### config.mk
export PLATFORM = sky130hd
export DESIGN_NAME = sram_share_ctrl
export DESIGN_NICKNAME = d
export VERILOG_FILES = /design/src/rtl/sram_share_ctrl.sv
export SDC_FILE = /design/constraint.sdc
export NUM_CORES = 1
export LEC_CHECK = 0
export BUFFER_PORTS_ARGS = -buffer_cell sky130_fd_sc_hd__buf_2
export CORE_MARGIN = 2
export CORE_UTILIZATION = 40
export CTS_CLUSTER_DIAMETER = 30
export DETAILED_ROUTE_END_ITERATION = 10
export PLACE_DENSITY = 0.81
export SETUP_SLACK_MARGIN = 0.15
export SLEW_MARGIN = 20
export SYNTH_ARGS = -nofsm -noshare
export SYNTH_HDL_FRONTEND = slang
export SYNTH_SLANG_ARGS = --single-unit
### constraint.sdc
create_clock -name clock -period 8.4 [get_ports clock]
set_clock_uncertainty 0.2 [all_clocks]
set_input_delay 0.84 -clock clock [delete_from_list [all_inputs] [get_ports clock]]
set_output_delay 0.84 -clock clock [all_outputs]
set_load 0.05 [all_outputs]
### src/rtl/sram_share_ctrl.sv
// sram_share_ctrl: zero-fills a 1R1W SRAM macro after reset or flush, then
// shares its read port between two requesters (round-robin) and gates one writer.
// Ports:
//   clock, reset_n              clock and async active-low reset
//   flush                       start a zero-fill from RUN
//   init_done                   array initialised, traffic allowed
//   rd_valid/rd_addr0/rd_addr1  read requests
//   rd_ready                    one-hot read grants
//   rsp_valid/rsp_data          read responses, one cycle after accept
//   wr_valid/wr_addr/wr_data    write request
//   wr_ready                    write grant
//   mem_*                       macro read/write port controls and data
module sram_share_ctrl #(
  parameter int DEPTH  = 512,
  parameter int ADDR_W = 9,
  parameter int DATA_W = 49
) (
  input  logic              clock,
  input  logic              reset_n,
  input  logic              flush,
  output logic              init_done,
  input  logic [1:0]        rd_valid,
  input  logic [ADDR_W-1:0] rd_addr0,
  input  logic [ADDR_W-1:0] rd_addr1,
  output logic [1:0]        rd_ready,
  output logic [1:0]        rsp_valid,
  output logic [DATA_W-1:0] rsp_data,
  input  logic              wr_valid,
  input  logic [ADDR_W-1:0] wr_addr,
  input  logic [DATA_W-1:0] wr_data,
  output logic              wr_ready,
  output logic              mem_ren,
  output logic [ADDR_W-1:0] mem_raddr,
  input  logic [DATA_W-1:0] mem_rdata,
  output logic              mem_wen,
  output logic [ADDR_W-1:0] mem_waddr,
  output logic [DATA_W-1:0] mem_wdata
);

  typedef enum logic {
    S_FILL = 1'b0,
    S_RUN  = 1'b1
  } state_t;

  localparam logic [ADDR_W-1:0] LAST = ADDR_W'(DEPTH - 1);

  state_t              r_state;
  state_t              w_next;
  logic [ADDR_W-1:0]   r_cnt;
  logic                r_ptr;
  logic [1:0]          r_rsp_valid;
  logic                r_byp;
  logic [DATA_W-1:0]   r_byp_data;
  logic [ADDR_W-1:0]   r_raddr;

  logic                w_run;
  logic                w_last;
  logic [1:0]          w_gnt;
  logic                w_acc;
  logic                w_sel;
  logic [ADDR_W-1:0]   w_addr;
  logic                w_wacc;
  logic                w_hit;

  assign w_run  = (r_state == S_RUN);
  assign w_last = (r_cnt == LAST);

  // State register
  always_ff @(posedge clock or negedge reset_n) begin
    if (!reset_n) begin
      r_state <= S_FILL;
    end else begin
      r_state <= w_next;
    end
  end

  // Next-state logic; flush is ignored while a fill is running
  always_comb begin
    w_next = r_state;
    unique case (r_state)
      S_FILL: if (w_last) w_next = S_RUN;
      S_RUN:  if (flush)  w_next = S_FILL;
      default: w_next = S_FILL;
    endcase
  end

  // Output / grant logic
  always_comb begin
    w_gnt = 2'b00;
    if (w_run) begin
      unique case (rd_valid)
        2'b01:   w_gnt = 2'b01;
        2'b10:   w_gnt = 2'b10;
        // r_ptr names the last winner; the other side goes next
        2'b11:   w_gnt = r_ptr ? 2'b01 : 2'b10;
        default: w_gnt = 2'b00;
      endcase
    end
    w_acc  = |w_gnt;
    w_sel  = w_gnt[1];
    w_addr = w_sel ? rd_addr1 : rd_addr0;
    w_wacc = w_run && wr_valid;
    w_hit  = w_acc && w_wacc && (wr_addr == w_addr);

    init_done = w_run;
    rd_ready  = w_gnt;
    wr_ready  = w_run;
    mem_ren   = w_acc;
    mem_raddr = w_acc ? w_addr : r_raddr;
    if (w_run) begin
      mem_wen   = wr_valid;
      mem_waddr = wr_addr;
      mem_wdata = wr_data;
    end else begin
      mem_wen   = 1'b1;
      mem_waddr = r_cnt;
      mem_wdata = '0;
    end
    rsp_valid = r_rsp_valid;
    rsp_data  = r_byp ? r_byp_data : mem_rdata;
  end

  // Fill counter
  always_ff @(posedge clock or negedge reset_n) begin
    if (!reset_n) begin
      r_cnt <= '0;
    end else if (!w_run && !w_last) begin
      r_cnt <= r_cnt + 1'b1;
    end else begin
      r_cnt <= '0;
    end
  end

  // Arbitration pointer and held read address
  always_ff @(posedge clock or negedge reset_n) begin
    if (!reset_n) begin
      r_ptr   <= 1'b1;
      r_raddr <= '0;
    end else if (w_acc) begin
      r_ptr   <= w_sel;
      r_raddr <= w_addr;
    end
  end

  // Response strobe and same-address bypass
  always_ff @(posedge clock or negedge reset_n) begin
    if (!reset_n) begin
      r_rsp_valid <= 2'b00;
      r_byp       <= 1'b0;
      r_byp_data  <= '0;
    end else begin
      r_rsp_valid <= w_gnt;
      r_byp       <= w_hit;
      if (w_hit) r_byp_data <= wr_data;
    end
  end

endmodule
After elaboration in Yosys (flattened, before gate mapping)
Cells that the tools add are included.

Bits in registers: 72. Bits of input ports: 131. Output and inout port bits: 124. Word-level logic and storage cells: 34.

Add/subtract/negate cells: 1. Equality and inequality tests: 5. Muxes and demuxes: 13. Bitwise logic cells: 1. Reductions and logical operators: 7.

Operator list (number): 49-bit two-way mux (2); 9-bit two-way mux (4); 9-bit by 1-bit adder with 9-bit output (second input constant) (1); 9-bit == test (1); 9-bit == test (second input constant) (1); 2-bit case mux with 3 select lines (1); 2-bit == test (second input constant) (2); 1-bit logical AND (4); 2-bit two-way mux (2); 1-bit two-way mux (3); 2-bit by 1-bit == test with 1-bit output (second input constant) (1); 1-bit logical NOT (2); 1-bit case mux with 2 select lines (1); 2-bit OR reduction (1); 1-bit NOT (1).

Logic depth before layout (Yosys ltp)
Word-level depth: 6. Mapped depth: 8. Depth with buffers taken out: 6.

Worst setup path after synthesis
No wires, ideal clock.

Path type: in2out. From: input port rd_valid[0]. To: output port mem_raddr[2]. Data arrival time: 3.391 ns. Required time: 7.360 ns. Slack: 3.969 ns. Cell stages on the path: 5. Path buffers: 1. Cells stage by stage: and2_1 > clkbuf_2 > nor2_1 > mux2i_1 > o21ai_0.

Cells in the longest elaborated chain, start to end: 5. Elaborated cells between the ends (all ways): 8. Classes of those cells: 3 x eq/ne; 4 x mux; 1 x reduce/logical.

Ends and longest elaborated chain: start: declaration (line 22) `input logic [1:0] rd_valid,`; 2-bit == test / 2-bit by 1-bit == test with 1-bit output (equally long branches) (line 91) `unique case (rd_valid)`; 2-bit case mux with 3 select lines * (line 91); 2-bit two-way mux * (line 90) `if (w_run) begin`; named net rd_ready[1] (line 25) `output logic [1:0] rd_ready,`; 9-bit two-way mux / 2-bit OR reduction (equally long branches) (line 101, 99); 9-bit two-way mux *; end: declaration (line 33) `output logic [ADDR_W-1:0] mem_raddr,`.

Mark *: on every way through the listed nets, which the timed path passes. The rest lies on a longest branch.

Worst setup path after layout
From: register r_state (netlist: init_done). To: register r_byp_data[32].

Cells in the longest elaborated chain, start to end: 4. Elaborated cells between the ends (all ways): 7. Classes of those cells: 1 x eq/ne; 2 x mux; 4 x reduce/logical.

Ends and longest elaborated chain: start: declaration (line 47) `state_t r_state;`; start signal: assignment (line 73) `r_state <= w_next;`; 2-bit two-way mux (line 90); 9-bit two-way mux / 2-bit OR reduction (equally long branches) (line 101, 99); 9-bit == test / 1-bit logical AND (equally long branches) (line 103) `w_hit = w_acc && w_wacc && (wr_addr == w_addr);`; 1-bit logical AND * (line 103); end signal: assignment (line 154) `if (w_hit) r_byp_data <= wr_data;`; end: declaration (line 53) `logic [DATA_W-1:0] r_byp_data;`.

Mark *: on every way between the ends. The rest lies on a longest branch, timed or not. A chain may end at the register's enable or synchronous reset.

==> impl_metrics.toml <==
[grt]
grt_max_degree = 73
antenna_found_initial = 0
gr-usage-all-layers = 0.2015
grt_pass1_vias = 3726
grt_overflow = 0
grt_pass1_wl_um = 17950

[worst_setup_path]
critPathKind = "flip-flop to flip-flop"
critPathArrivalTime_ns = 4.21
slowest_stage = "dfrtp_2"
start_kind = "flip-flop"
cp_cell_sequence = "nand2_1 > o21ai_0 > a21oi_1 > nor4_1 > nand4_4 > mux2_1"
cp_slowest_stage_delay_ns = 1.01
path_max_fanout = 68
cp.required_ns = 8.41
end_kind = "flip-flop"

[power_and_ir_drop]
seqPwrFrac = 0.369
power_density_nw_per_um2 = 195.4
cell_internal_pwr_w = 0.0006641
power.leakage_nw = 3.083
clockPowerShare = 0.271
p_comb_frac = 0.360
power_switching_w = 0.0004363
swShare = 0.3965
p_total_w = 0.001100
ir_drop_uv = 92.54

[synth]
synth_area_um2 = 4099
ys_ff_latch = 72
synthCells = 357
ys_types = 38
yosys_warnings = 0
synth_fp_nets = 490
ys_seq_area_frac = 0.4399
syn_avg_cell_area_um2 = 11.48

[timing]
worst_slack_ns = 4.201
tightest_slew_ns = 0.9715
period_minus_slack_ns = 4.199
finalSetupViolCount = 0
drv_slew = 0
min_period_over_period = 0.4998
slew-limit-headroom = 0.3523
fin_hold_ws_ns = 0.2904
rsz0062_at_grt = "no"
final_hold_viol_count = 0
fmax_mhz = 238.2
finalSetupTns_ns = 0

[final_layout]
fillCellCount = 871
area_growth_pct = 37.42
final_util = 0.5710
final_nets = 733
drive_above_1_share = 0.6165
diodes = 0

[worst_hold_path]
min_path_type = "flip-flop to flip-flop"

[floorplanning]
die_x_um = 105.2
die_area_um2 = 11070
die_y_um = 105.2
core_area_um2 = 9864
pin_count = 255
floorplan.rows = 36
initial_core_util = 0.4155

[route]
routed_wirelength_um = 11380
antenna_left = 0
via_per_inst = 4.913
drtIter0Drc = 125
routedWlPerCell_um = 15.41
drt_first_pass_iters = 4
num_vias = 3626
drc = 0

[cts]
htreeDepth = 3
clkTransAtPathRegs_ns = 0.07
root_buffer = "clkbuf_8"
cts_tree = "built"
hold_buffers = 0
clock_latency_ns = 0.33
cts.repair.resized = 0
cts_buffers = 9
clkSinkCount = 72
cts_setup_buffers = 0
cts_buffer_depth = 2

[placed_design]
numPortBuffers = 254
pre_cts_ws_ns = 4.183
place_congestion = 0.8684
hpwl_um = 8666

[job]
maxCapViolations = 0

[run_status]
status = "finished clean"
==> layout make-up <==
type | instances | area, µm² | area share
Tap cell | 133 | 166.4 | 0.02954
Sequential cell | 72 | 1808 | 0.3210
Multi-Input combinational cell | 259 | 2155 | 0.3825
Clock inverter | 4 | 70.07 | 0.01244
Clock buffer | 12 | 145.1 | 0.02577
Timing Repair Buffer | 254 | 1274 | 0.2261
Inverter | 4 | 15.01 | 0.002665
==> power groups by stage <==
stage | Clock [W] | Combinational [W] | Sequential, W
final | 0.000298 | 0.000396 | 0.000406
after global routing | 0.000327 | 0.000418 | 0.000411
after CTS | 0.000310 | 0.000399 | 0.000407
after detailed placement | 0 | 0.000398 | 0.000413
after global placement | 0 | 0.000393 | 0.000411
after floorplan | 0 | 0.000291 | 0.000404
==> per-layer routing <==
metal  global-route usage  vias to the layer above  wire (µm)
met2               0.3668                      152       6046
met3              0.03834                       18        619
met5                    0                        -          0
met4              0.06857                        0        200
met1               0.2359                     1720       4510
li1                     -                     1736          -
==> layout by cell type (no fill, tap or decap), types with 2 or more instances in the layout <==
cell / n
clkbuf_1: 2
nor4_1: 4
dfrtp_1: 69
ha_1: 2
clkinv_2: 2
clkbuf_8: 10
mux2i_1: 4
a21oi_1: 10
xor2_1: 3
buf_2: 253
mux2_1: 10
nand3_1: 9
nand2b_1: 2
a31oi_1: 5
nand2_1: 11
mux2_2: 96
bufinv_16: 2
or3_1: 2
inv_1: 4
and3_1: 6
nor2_1: 13
o21ai_0: 14
and2_1: 53
xnor2_1: 3
==> synthesized netlist by cell type (all sizes together) <==
library cell,number,area [µm²]
a2111oi,1,27.53
a211oi,1,7.510
a21boi,1,7.510
a21oi,10,50.05
a31oi,5,31.28
and2,53,331.6
and3,7,48.80
buf,12,87.58
clkbuf,10,38.78
dfrtp,71,1777
dfstp,1,26.28
ha,2,25.02
inv,4,15.01
mux2,107,1209
mux2i,4,40.04
nand2,11,41.29
nand2b,2,12.51
nand3,9,45.04
nand4,1,21.27
nor2,13,48.80
nor3,1,5.000
nor4,4,25.02
o2111a,1,11.26
o21ai,15,75.07
o31a,1,8.760
or2,1,6.260
or3,3,23.77
xnor2,3,26.28
xor2,3,26.28
==> final timing paths <==
kind	start	end	slack, ns	cells after the start
worst max-delay path	init_done	r_byp_data[32]	4.20	6
worst min-delay path	r_byp_data[29]	r_byp_data[29]	0.29	1
worst max register to register	init_done	r_byp_data[32]	4.20	6
worst min register to register	r_byp_data[29]	r_byp_data[29]	0.29	1
max in group asynchronous	reset_n	r_byp	6.88	1
min in group asynchronous	reset_n	r_byp_data[46]	0.43	1
==> critical path, delay by kind of cell, from the launching register on <==
family	cells	cell delay [ns]
AO/OA/AOI/OAI	2	0.53
flip-flops	1	1.01
multiplexers	1	0.60
AND/OR/NAND/NOR	3	1.68
==> flip-flops by register name (all words and copies together) (netlist names) <==
name        count
rsp_valid       2
r_cnt           9
r_ptr           1
r_byp_data     49
r_byp           1
r_raddr         9
init_done       1
==> stage by stage <==
step,instance area (µm²),std cells
finish,5633,738
CTS,5630,738
detailed placement,5415,722
global route,5633,738
global placement,5415,722
floorplan,4099,357
==> kinds of logic after synthesis <==
kind of cell,synth area share
AO/OA/AOI/OAI,0.05342
XOR/XNOR,0.01282
adder cells (fa/ha/maj),0.006104
buffers and inverters,0.03449
flip-flops,0.4399
multiplexers,0.3046
AND/OR/NAND/NOR,0.1487
No activity file was read; power rests on OpenSTA's default activity.
